`config.mk`:
```
export PLATFORM = sky130hd
export DESIGN_NAME = program_loader_flat
export DESIGN_NICKNAME = d
export VERILOG_FILES = /design/src/rtl/cpu_pkg.sv /design/src/rtl/program_loader_if.sv /design/src/rtl/bus_pack.sv /design/src/rtl/program_loader.sv /design/src/flat_wrapper.sv
export SDC_FILE = /design/constraint.sdc
export NUM_CORES = 1
export LEC_CHECK = 0
export ABC_AREA = 1
export BUFFER_PORTS_ARGS = -buffer_cell sky130_fd_sc_hd__buf_2
export CORE_MARGIN = 2
export CORE_UTILIZATION = 40
export CTS_CLUSTER_SIZE = 8
export DETAILED_ROUTE_END_ITERATION = 10
export HOLD_SLACK_MARGIN = 0.08
export PLACE_DENSITY_LB_ADDON = 0.1
export SYNTH_ARGS = -nofsm -noshare
export SYNTH_HDL_FRONTEND = slang
export SYNTH_HIERARCHICAL = 1
export SYNTH_SLANG_ARGS = --single-unit
```
`constraint.sdc`:
```
create_clock -name clk -period 2.25 [get_ports clk]
set_input_delay 0.1125 -clock clk [delete_from_list [all_inputs] [get_ports clk]]
set_output_delay 0.1125 -clock clk [all_outputs]
set_load 0.02 [all_outputs]
```
`src/rtl/cpu_pkg.sv`:
```
`default_nettype none
// ============================================================================
// Module  : cpu_pkg
// Purpose : memory bus field layout, memory ctrl codes and loader states
// Rev     : 1.0  initial release
// ============================================================================
package cpu_pkg;

  localparam int DATA_MSB = 14;
  localparam int DATA_LSB = 7;
  localparam int ADDR_MSB = 6;
  localparam int ADDR_LSB = 3;
  localparam int CTRL_MSB = 2;
  localparam int CTRL_LSB = 0;
  localparam int BUS_W    = DATA_MSB + 1;

  localparam logic [2:0] CTRL_NOP   = 3'b000;
  localparam logic [2:0] CTRL_WRITE = 3'b001;
  localparam logic [2:0] CTRL_READ  = 3'b010;

  typedef enum logic [2:0] {
    ST_IDLE   = 3'd0,
    ST_LOAD   = 3'd1,
    ST_VERIFY = 3'd2,
    ST_RUN    = 3'd3,
    ST_FAIL   = 3'd4
  } loader_state_t;

endpackage
`default_nettype wire

```
`src/rtl/program_loader_if.sv`:
```
`default_nettype none
// ============================================================================
// Module  : program_loader_if
// Purpose : byte-stream handshake plus memory / CPU bus seen by the loader
// Rev     : 1.0  initial release
// ============================================================================
interface program_loader_if;
  import cpu_pkg::*;

  logic [7:0]       in_data;
  logic             in_valid;
  logic             in_ready;
  logic [BUS_W-1:0] cpu_mem_in;
  logic [BUS_W-1:0] mem_in;
  logic [7:0]       mem_out;

  modport master (
    output in_data, in_valid, cpu_mem_in, mem_out,
    input  in_ready, mem_in
  );

  modport slave (
    input  in_data, in_valid, cpu_mem_in, mem_out,
    output in_ready, mem_in
  );

endinterface
`default_nettype wire

```
`src/rtl/bus_pack.sv`:
```
`default_nettype none
// ============================================================================
// Module  : bus_pack
// Purpose : packs {data,addr,ctrl} into the 15-bit memory bus and unpacks it
// Rev     : 1.0  initial release
// ============================================================================
module bus_pack
  import cpu_pkg::*;
(
  input  wire logic [DATA_MSB-DATA_LSB:0] i_data,
  input  wire logic [ADDR_MSB-ADDR_LSB:0] i_addr,
  input  wire logic [CTRL_MSB-CTRL_LSB:0] i_ctrl,
  output logic      [BUS_W-1:0]           o_bus,
  input  wire logic [BUS_W-1:0]           i_bus,
  output logic      [DATA_MSB-DATA_LSB:0] o_data,
  output logic      [ADDR_MSB-ADDR_LSB:0] o_addr,
  output logic      [CTRL_MSB-CTRL_LSB:0] o_ctrl
);

  assign o_bus  = {i_data, i_addr, i_ctrl};
  assign o_data = i_bus[DATA_MSB:DATA_LSB];
  assign o_addr = i_bus[ADDR_MSB:ADDR_LSB];
  assign o_ctrl = i_bus[CTRL_MSB:CTRL_LSB];

endmodule
`default_nettype wire

```
`src/rtl/program_loader.sv`:
```
`default_nettype none
// ============================================================================
// Module  : program_loader
// Purpose : loads a byte stream into memory, verifies it, then releases the CPU
// Rev     : 1.0  initial release
// ============================================================================
module program_loader
  import cpu_pkg::*;
#(
  parameter int DEPTH      = 16,
  parameter int RD_LATENCY = 1
)
(
  input  wire logic               clk,
  input  wire logic               rst_n,
  input  wire logic               start,
  input  wire logic [4:0]         load_len,
  program_loader_if.slave         bus,
  output logic                    busy,
  output logic                    done,
  output logic                    error,
  output logic [$clog2(DEPTH)-1:0] err_addr,
  output logic                    cpu_run
);

  localparam int AW = $clog2(DEPTH);
  localparam logic [4:0]            c_depth   = 5'(DEPTH);
  localparam logic [BUS_W-1:0]      c_nop_bus = {8'h00, 4'h0, CTRL_NOP};
  localparam logic [RD_LATENCY-1:0] c_last    = RD_LATENCY'(1) << (RD_LATENCY - 1);

  loader_state_t         r_state;
  logic [4:0]            r_len;
  logic [4:0]            r_wr_cnt;
  logic [4:0]            r_rd_cnt;
  logic [7:0]            r_shadow [DEPTH];
  logic [BUS_W-1:0]      r_mem_in;
  logic                  r_in_ready;
  logic                  r_busy;
  logic                  r_done;
  logic                  r_error;
  logic [AW-1:0]         r_err_addr;
  logic                  r_cpu_run;
  logic [RD_LATENCY-1:0] r_pipe_vld;
  logic [AW-1:0]         r_pipe_addr [RD_LATENCY];

  logic [4:0]       w_len;
  logic [7:0]       w_cmd_data;
  logic [AW-1:0]    w_cmd_addr;
  logic [2:0]       w_cmd_ctrl;
  logic [BUS_W-1:0] w_cmd_bus;
  logic [7:0]       w_unused_data;
  logic [AW-1:0]    w_cur_addr;
  logic [2:0]       w_cur_ctrl;
  logic             w_issue_rd;
  logic             w_cmp_vld;
  logic [AW-1:0]    w_cmp_addr;
  logic             w_mismatch;
  logic             w_inflight;

  assign w_len = (load_len > c_depth) ? c_depth : load_len;

  always_comb begin
    w_cmd_data = 8'h00;
    w_cmd_addr = r_rd_cnt[AW-1:0];
    w_cmd_ctrl = CTRL_READ;
    if (r_state == ST_LOAD) begin
      w_cmd_data = bus.in_data;
      w_cmd_addr = r_wr_cnt[AW-1:0];
      w_cmd_ctrl = CTRL_WRITE;
    end
  end

  bus_pack u_bus_pack (
    .i_data (w_cmd_data),
    .i_addr (w_cmd_addr),
    .i_ctrl (w_cmd_ctrl),
    .o_bus  (w_cmd_bus),
    .i_bus  (r_mem_in),
    .o_data (w_unused_data),
    .o_addr (w_cur_addr),
    .o_ctrl (w_cur_ctrl)
  );

  // The read currently on the bus feeds the address pipeline; its last stage
  // lines up with the cycle the memory returns that address's data.
  assign w_issue_rd = (w_cur_ctrl == CTRL_READ);
  assign w_cmp_vld  = r_pipe_vld[RD_LATENCY-1];
  assign w_cmp_addr = r_pipe_addr[RD_LATENCY-1];
  assign w_mismatch = (r_state == ST_VERIFY) && w_cmp_vld &&
                      (bus.mem_out != r_shadow[w_cmp_addr]);
  assign w_inflight = w_issue_rd || ((r_pipe_vld & ~c_last) != '0);

  always_ff @(posedge clk or negedge rst_n) begin
    if (!rst_n) begin
      r_state    <= ST_IDLE;
      r_len      <= '0;
      r_wr_cnt   <= '0;
      r_rd_cnt   <= '0;
      r_mem_in   <= c_nop_bus;
      r_in_ready <= 1'b0;
      r_busy     <= 1'b0;
      r_done     <= 1'b0;
      r_error    <= 1'b0;
      r_err_addr <= '0;
      r_cpu_run  <= 1'b0;
      r_pipe_vld <= '0;
      for (int i = 0; i < DEPTH; i++) r_shadow[i] <= '0;
      for (int i = 0; i < RD_LATENCY; i++) r_pipe_addr[i] <= '0;
    end else begin
      r_mem_in       <= c_nop_bus;
      r_pipe_vld[0]  <= w_issue_rd && (r_state == ST_VERIFY) && !w_mismatch;
      r_pipe_addr[0] <= w_cur_addr;
      for (int i = 1; i < RD_LATENCY; i++) begin
        r_pipe_vld[i]  <= r_pipe_vld[i-1] && !w_mismatch;
        r_pipe_addr[i] <= r_pipe_addr[i-1];
      end

      case (r_state)
        ST_IDLE, ST_FAIL: begin
          if (start) begin
            r_len      <= w_len;
            r_wr_cnt   <= '0;
            r_rd_cnt   <= '0;
            r_error    <= 1'b0;
            r_err_addr <= '0;
            if (w_len == 5'd0) begin
              r_state   <= ST_RUN;
              r_done    <= 1'b1;
              r_cpu_run <= 1'b1;
            end else begin
              r_state    <= ST_LOAD;
              r_done     <= 1'b0;
              r_cpu_run  <= 1'b0;
              r_busy     <= 1'b1;
              r_in_ready <= 1'b1;
            end
          end
        end
        ST_LOAD: begin
          if (bus.in_valid && r_in_ready) begin
            r_shadow[r_wr_cnt[AW-1:0]] <= bus.in_data;
            r_mem_in                   <= w_cmd_bus;
            r_wr_cnt                   <= r_wr_cnt + 5'd1;
            if (r_wr_cnt + 5'd1 == r_len) r_in_ready <= 1'b0;
          end else if (r_wr_cnt == r_len) begin
            r_state <= ST_VERIFY;
          end
        end
        ST_VERIFY: begin
          if (w_mismatch) begin
            r_state    <= ST_FAIL;
            r_error    <= 1'b1;
            r_err_addr <= w_cmp_addr;
            r_done     <= 1'b1;
            r_busy     <= 1'b0;
          end else if (r_rd_cnt != r_len) begin
            r_mem_in <= w_cmd_bus;
            r_rd_cnt <= r_rd_cnt + 5'd1;
          end else if (!w_inflight) begin
            r_state   <= ST_RUN;
            r_done    <= 1'b1;
            r_cpu_run <= 1'b1;
            r_busy    <= 1'b0;
          end
        end
        ST_RUN: begin
          r_state <= ST_RUN;
        end
        default: begin
          r_state <= ST_IDLE;
        end
      endcase
    end
  end

  assign bus.mem_in   = r_cpu_run ? bus.cpu_mem_in : r_mem_in;
  assign bus.in_ready = r_in_ready;
  assign busy         = r_busy;
  assign done         = r_done;
  assign error        = r_error;
  assign err_addr     = r_err_addr;
  assign cpu_run      = r_cpu_run;

endmodule
`default_nettype wire

```
`src/flat_wrapper.sv`:
```
// flat-port wrapper written by rule: the top's interface ports become plain ports
module program_loader_flat import cpu_pkg::*;
#(
  parameter int DEPTH      = 16,
  parameter int RD_LATENCY = 1
)
  (clk, rst_n, start, load_len, busy, done, error, err_addr, cpu_run, bus_in_data, bus_in_valid, bus_cpu_mem_in, bus_mem_out, bus_in_ready, bus_mem_in);
  program_loader_if bus_i ();
  input  wire logic clk;
  input  wire logic rst_n;
  input  wire logic start;
  input  wire logic [4:0] load_len;
  output logic busy;
  output logic done;
  output logic error;
  output logic [$clog2(DEPTH)-1:0] err_addr;
  output logic cpu_run;
  input wire logic [$bits(bus_i.in_data)-1:0] bus_in_data;
  input wire logic [$bits(bus_i.in_valid)-1:0] bus_in_valid;
  input wire logic [$bits(bus_i.cpu_mem_in)-1:0] bus_cpu_mem_in;
  input wire logic [$bits(bus_i.mem_out)-1:0] bus_mem_out;
  output wire logic [$bits(bus_i.in_ready)-1:0] bus_in_ready;
  output wire logic [$bits(bus_i.mem_in)-1:0] bus_mem_in;
  assign bus_i.in_data = bus_in_data;
  assign bus_i.in_valid = bus_in_valid;
  assign bus_i.cpu_mem_in = bus_cpu_mem_in;
  assign bus_i.mem_out = bus_mem_out;
  assign bus_in_ready = bus_i.in_ready;
  assign bus_mem_in = bus_i.mem_in;
  program_loader #(.DEPTH(DEPTH), .RD_LATENCY(RD_LATENCY)) u_core (.clk(clk), .rst_n(rst_n), .start(start), .load_len(load_len), .bus(bus_i), .busy(busy), .done(done), .error(error), .err_addr(err_addr), .cpu_run(cpu_run));
endmodule
```
Word-level counts from Yosys, hierarchy flattened. Index checks and enable logic that the tools add are counted.

Register bits: 175. Bits in latches: 0. RAM bits: 0. Bits in read-only memories: 0. Input bits: 40. Output and inout bits: 24. Word-level logic and storage cells: 133. Memories kept: 0.

Add/sub/neg operators: 2. Multipliers: 0. Div/mod/pow operators: 0. Magnitude comparators: 4. Eq/ne operators: 22. Shifts and indexed selects: 0. Mux-type cells: 52. Bitwise logic cells: 2. Reductions and logical operators: 22.

Operators by type and width (number): bitwise mux 128 bit (1); 2-to-1 mux 15 bit (4); binary-select mux 8 bit (select 4 bit) (1); demux 8 bit (select 4 bit) (1); 2-to-1 mux 8 bit (4); one-hot mux 15 bit (2 select lines) (1); 2-to-1 mux 5 bit (5); inequality test 2 bit (second input constant) (10); one-hot mux 5 bit (2 select lines) (2); AND reduction 5 bit (4); 2-to-1 mux 3 bit (6); 2-to-1 mux 1 bit (15); 2-to-1 mux 4 bit (3); one-hot mux 3 bit (4 select lines) (1); adder 5 x 1 -> 5 bit (second input constant) (2); equality test 5 bit (2); >= comparator 5 bit (second input constant) (2); inverter 4 -> 5 bit (2); one-hot mux 1 bit (2 select lines) (5); equality test 3 x 2 -> 1 bit (second input constant) (3); inequality test 8 bit (1); one-hot mux 4 bit (2 select lines) (1); AND reduction 4 bit (2); logical AND 1 bit (6); 16 further kinds (20).

Longest topological paths before layout.
Word-level depth: 8. Mapped depth: 21. Mapped depth without buffers: 18.

Hierarchy. Netlist, hierarchy kept.

By module, submodules not included: program_loader (times used 1, cells each 1121, area each 8533.2 um^2, sequential area each 4379.2 um^2); bus_pack (times used 1, cells each 30, area each 225.2 um^2, sequential area each 0.0 um^2).

Worst setup path after synthesis. No wires, ideal clock.

Path type: register to register. From: reg u_core/r_pipe_addr[0] (netlist bit). To: reg u_core.r_done, in the netlist u_core/done. Library setup time: 0.118 ns. Data arrival time: 1.905 ns. Required time: 2.132 ns. Setup slack: 0.227 ns. Stages on the path, launching flop included: 21. Path buffers: 4. Period minus slack after synthesis: 2.023 ns. Path through: dfrtp_1 -> buf_6 -> inv_2 -> buf_6 -> buf_6 -> nand2_1 -> nand2_1 -> nand2_1 -> nand3_1 -> nand3_1 -> nand2_1 -> nand2_1 -> nand2_1 -> nand2_1 -> nor2_1 -> nand2_1 -> nand2_2 -> buf_6 -> o21ai_1 -> a21oi_1 -> nor2_1.

Cells in the longest elaborated chain, start to end: 8. Elaborated cells on any way between the ends: 11. Classes of those cells: eq/ne: 3; mux: 5; bitwise: 1; reduce/logical: 2.

RTL lines: start: declaration (line program_loader.sv:44) `logic [AW-1:0] r_pipe_addr [RD_LATENCY];`; start signal: indexed assignment (line program_loader.sv:115) `r_pipe_addr[i] <= r_pipe_addr[i-1];`; inverter 4 -> 5 bit (implied by the code) * (line program_loader.sv:90) `(bus.mem_out != r_shadow[w_cmp_addr]);`; binary-select mux 8 bit (select 4 bit) * (line program_loader.sv:90); 2-to-1 mux 8 bit (implied by the code) * (2 in series) (line program_loader.sv:90); inequality test 8 bit * (line program_loader.sv:90); logical AND 1 bit * (line program_loader.sv:89) `assign w_mismatch = (r_state == ST_VERIFY) && w_cmp_vld &&`; inequality test 3 bit (no source line) (tied with other cells); AND reduction 4 bit (no source line) or one-hot mux 1 bit (2 select lines) (tied branches); end signal: assignment (line program_loader.sv:102) `r_done <= 1'b0;`; end signal: assignment (line program_loader.sv:128) `r_done <= 1'b1;`; end signal: assignment (line program_loader.sv:132) `r_done <= 1'b0;`; end: declaration (line program_loader.sv:39) `logic r_done;`.

Mark *: on every way between the ends. The rest lies on a longest branch, timed or not. The select of a mux whose other input is x is not followed. A chain may end at the register's enable or synchronous reset.

Final worst setup path.
From: reg u_core/r_pipe_addr[0] (netlist bit). To: reg u_core.r_rd_cnt[4].

Cells in the longest elaborated chain, start to end: 8.

RTL lines: inverter 4 -> 5 bit (implied by the code) (line program_loader.sv:90); binary-select mux 8 bit (select 4 bit) (line program_loader.sv:90); 2-to-1 mux 8 bit (implied by the code) (2 in series) (line program_loader.sv:90); inequality test 8 bit (line program_loader.sv:90); logical AND 1 bit (line program_loader.sv:89); inequality test 2 bit (no source line); AND reduction 4 bit (no source line); end signal: assignment (line program_loader.sv:158) `r_rd_cnt <= r_rd_cnt + 5'd1;`; end: declaration (line program_loader.sv:34) `logic [4:0] r_rd_cnt;`.

Every way passes these cells. The select of a mux whose other input is x is not followed.

==> summary.txt <==
Finish
  • Layout cell share with drive strength beyond 1: 16.4%
  • Ant. Diodes: 0
  • Core Util, Final: 49.7%
  • Final instance area: 10500 um^2
  • Area grow syn2layout: 20.9%
  • Final nets: 1251

STA
  • Period utilization: 105%
  • RSZ-0062 raised after global routing: true
  • Final setup fails: 27
  • FMAX: 0.423 GHz
  • Clock skew: 0.0141 ns
  • Slew Limit Headroom: 46.7%
  • Worst slew pin tran: 0.798 ns
  • Post-layout min period: 2.36 ns
  • Slew Limit Fails: 0
  • Worst setup margin: -0.111 ns
  • Final hold viol count: 0

Critical path
  • Reg2reg path depth: 14
  • CP Cell Sequence: buf_12, buf_6, o211ai_1, nand3_1, nand3_2, nand3_1, nand2_1, nand2_1, nor2_2, nand2_2, nand2_8, buf_12, nand2_8, o31ai_4
  • Crit path buf inv count: 3
  • CP startpoint kind: flop
  • Crit path max fanout: 8
  • Slowest cell on the critical path: dfrtp_2
  • Setup crit start: u_core/r_pipe_addr[0]$_DFF_PN0_
  • CP arrival: 2.72 ns
  • Stages on the worst setup path: 14
  • CP max stage delay: 0.52 ns
  • Crit path max-delay family: simple AND/OR/NAND/NOR gates
  • R2r startpoint: u_core/r_pipe_addr[0]$_DFF_PN0_
  • Data required time at the worst endpoint: 2.60 ns
  • Crit path capture type: flop
  • Crit path kind: reg -> reg

Outcome
  • Failing checks: setup timing
  • Run status: finished with violations

Floorplanning
  • Placeable core area: 21200 um^2
  • Die X: 151 um
  • IO Pins: 64
  • Die area: 22900 um^2
  • Std-Cell Rows: 53
  • Initial Util: 41.1%
  • Chip Height: 151 um

Detailed routing
  • # DRC: 0
  • Routed WL: 25700 um
  • DRT Pass-1 Iters: 7
  • Via Count: 7486
  • Post-route antenna net violation count: 0
  • Drt first-iter violations: 610
  • Avg WL per Cell: 17.2 um
  • Drt via density: 5.01

Clock network
  • CTS Sinks: 175
  • CTS buffer count: 17
  • Clk_lat worst skew: 0.44 ns
  • CTS root buffer: clkbuf_16
  • CTS tree: yes
  • Max Root-Sink Buffers: 2
  • CTS clk-pin slew, worst paths: 0.07 ns
  • H-Tree Level Count: 4

Min path
  • Worst hold path class: in -> async

Placed design
  • DP HPWL: 16400 um
  • Port Buf Inserts: 63
  • DP Area: 9330 um^2
  • Gpl congestion: 0.837

Global route
  • Vias in the first global route: 7165
  • Pin count of the biggest net entering global routing: 52
  • Initial antenna violation count: 0
  • First-pass GRT wire length: 40300 um
  • GR Overflow Total: 0
  • Total track usage: 23.3%

Synth
  • Mean Syn Cell Area: 7.61 um^2
  • Syn_nets: 1188
  • Syn Inst Count: 1143
  • Syn Std Cell Area: 8700 um^2
  • Ys Warns: 6

Pwr
  • Sequential power share: 37.3%
  • Power Internal: 7.38 mW
  • Maximum VDD drop: 0.593 mV
  • Sw Share: 38.9%
  • Pwr Density: 1150 nW/um^2
  • Lkg Pwr: 5.14 nW
  • Total power: 12.1 mW
  • Combinational power share: 37.1%
  • Clk pwr share: 25.6%
  • P_sw: 4.70 mW

Job
  • Max-Cap Viols: 0
[state kept, by name, indices dropped and copies added, names as in the netlist]
name / count
u_core/cpu_run: 1
u_core/r_len: 5
u_core/error: 1
u_core/err_addr: 4
u_core/r_wr_cnt: 5
u_core/r_pipe_addr: 4
u_core/r_pipe_vld: 1
u_core/busy: 1
u_core/r_shadow: 128
u_core/bus.in_ready: 1
u_core/r_state: 3
u_core/done: 1
u_core/r_mem_in: 15
u_core/r_rd_cnt: 5
[cell usage in the layout (no fill, tap or decap), drive strengths merged, types with 2 or more instances in the layout]
cell,count
nor4,2
xnor2,7
buf,110
o21ai,156
nand3,85
ha,5
o22ai,4
inv,105
a21oi,6
dlygate4sd3,10
nor3,3
nand2,426
xor2,6
clkinv,7
clkbuf,23
nand3b,3
bufinv,2
o211ai,9
o31ai,3
dfrtp,175
nor2,67
[layer usage]
| layer | global-route usage, % | vias to the layer above | routed length [um] |
|---|---|---|---|
| met5 | 0 | - | 0 |
| met4 | 6.07 | 0 | 341 |
| met3 | 3.80 | 22 | 1180 |
| met2 | 36.8 | 189 | 11800 |
| met1 | 33.5 | 3563 | 12300 |
| li1 | - | 3712 | - |
[worst register-to-register path, delay by kind of cell (launching register included)]
| family | cells | cell delay [ns] |
|---|---|---|
| AOI/OAI and AO/OA | 2 | 0.48 |
| buffers and inverters | 3 | 0.45 |
| DFF | 1 | 0.52 |
| and+or+nand+nor | 9 | 0.86 |
[path summary, 6_finish.rpt]
| kind | to | slack [ns] |
|---|---|---|
| worst min-delay path | u_core/r_shadow[53]$_DFFE_PN0P_ | 0.21 |
| worst max register to register | u_core/r_rd_cnt[4]$_DFFE_PN0P_ | -0.11 |
| max in group asynchronous | u_core/r_state[1]$_DFFE_PN0P_ | 1.24 |
| min in group clk | u_core/r_len[3]$_DFFE_PN0P_ | 0.22 |
| worst min register to register | u_core/r_pipe_addr[2]$_DFF_PN0_ | 0.40 |
| worst max-delay path | u_core/r_rd_cnt[4]$_DFFE_PN0P_ | -0.11 |
[through the flow]
step	setup slack, ns	hold WS, ns	setup TNS (ns)	cells
after floorplan	0.227	-0.183	0	1143
after global placement	-0.153	0.118	-2.82	1441
after detailed placement	-0.184	0.121	-2.99	1441
after CTS	-0.0200	0.199	-0.0700	1487
after global routing	-0.264	0.233	-6.44	1494
final	-0.111	0.213	-2.28	1494
[what timing repair did]
item / in CTS / in global routing
endpoints found under the setup margin: 31 / 62
buffers inserted: 2 / 2
hold endpoints to repair: 51 / 0
pin swaps: 2 / 12
gates cloned: 2 / 6
gates resized for setup: 20 / 59
hold buffers: 10 / 0
[power groups by stage]
stage / sequential, mW / clock [mW] / combinational (mW)
global route: 4.61 / 3.28 / 5.03
global placement: 4.53 / 0 / 3.92
finish: 4.51 / 3.09 / 4.48
detailed placement: 4.52 / 0 / 3.96
floorplan: 4.36 / 0 / 2.94
CTS: 4.48 / 3.15 / 4.16
[cell type report]
class	count	area [um^2]
well taps	275	344
flip-flops and latches	175	4380
fillers	2078	10600
repair buffers	124	1050
inverters	101	387
clock buffers	19	453
clock inverters	13	150
multi-input cells	787	3750
Note: power is estimated with default switching activity, not from simulation.
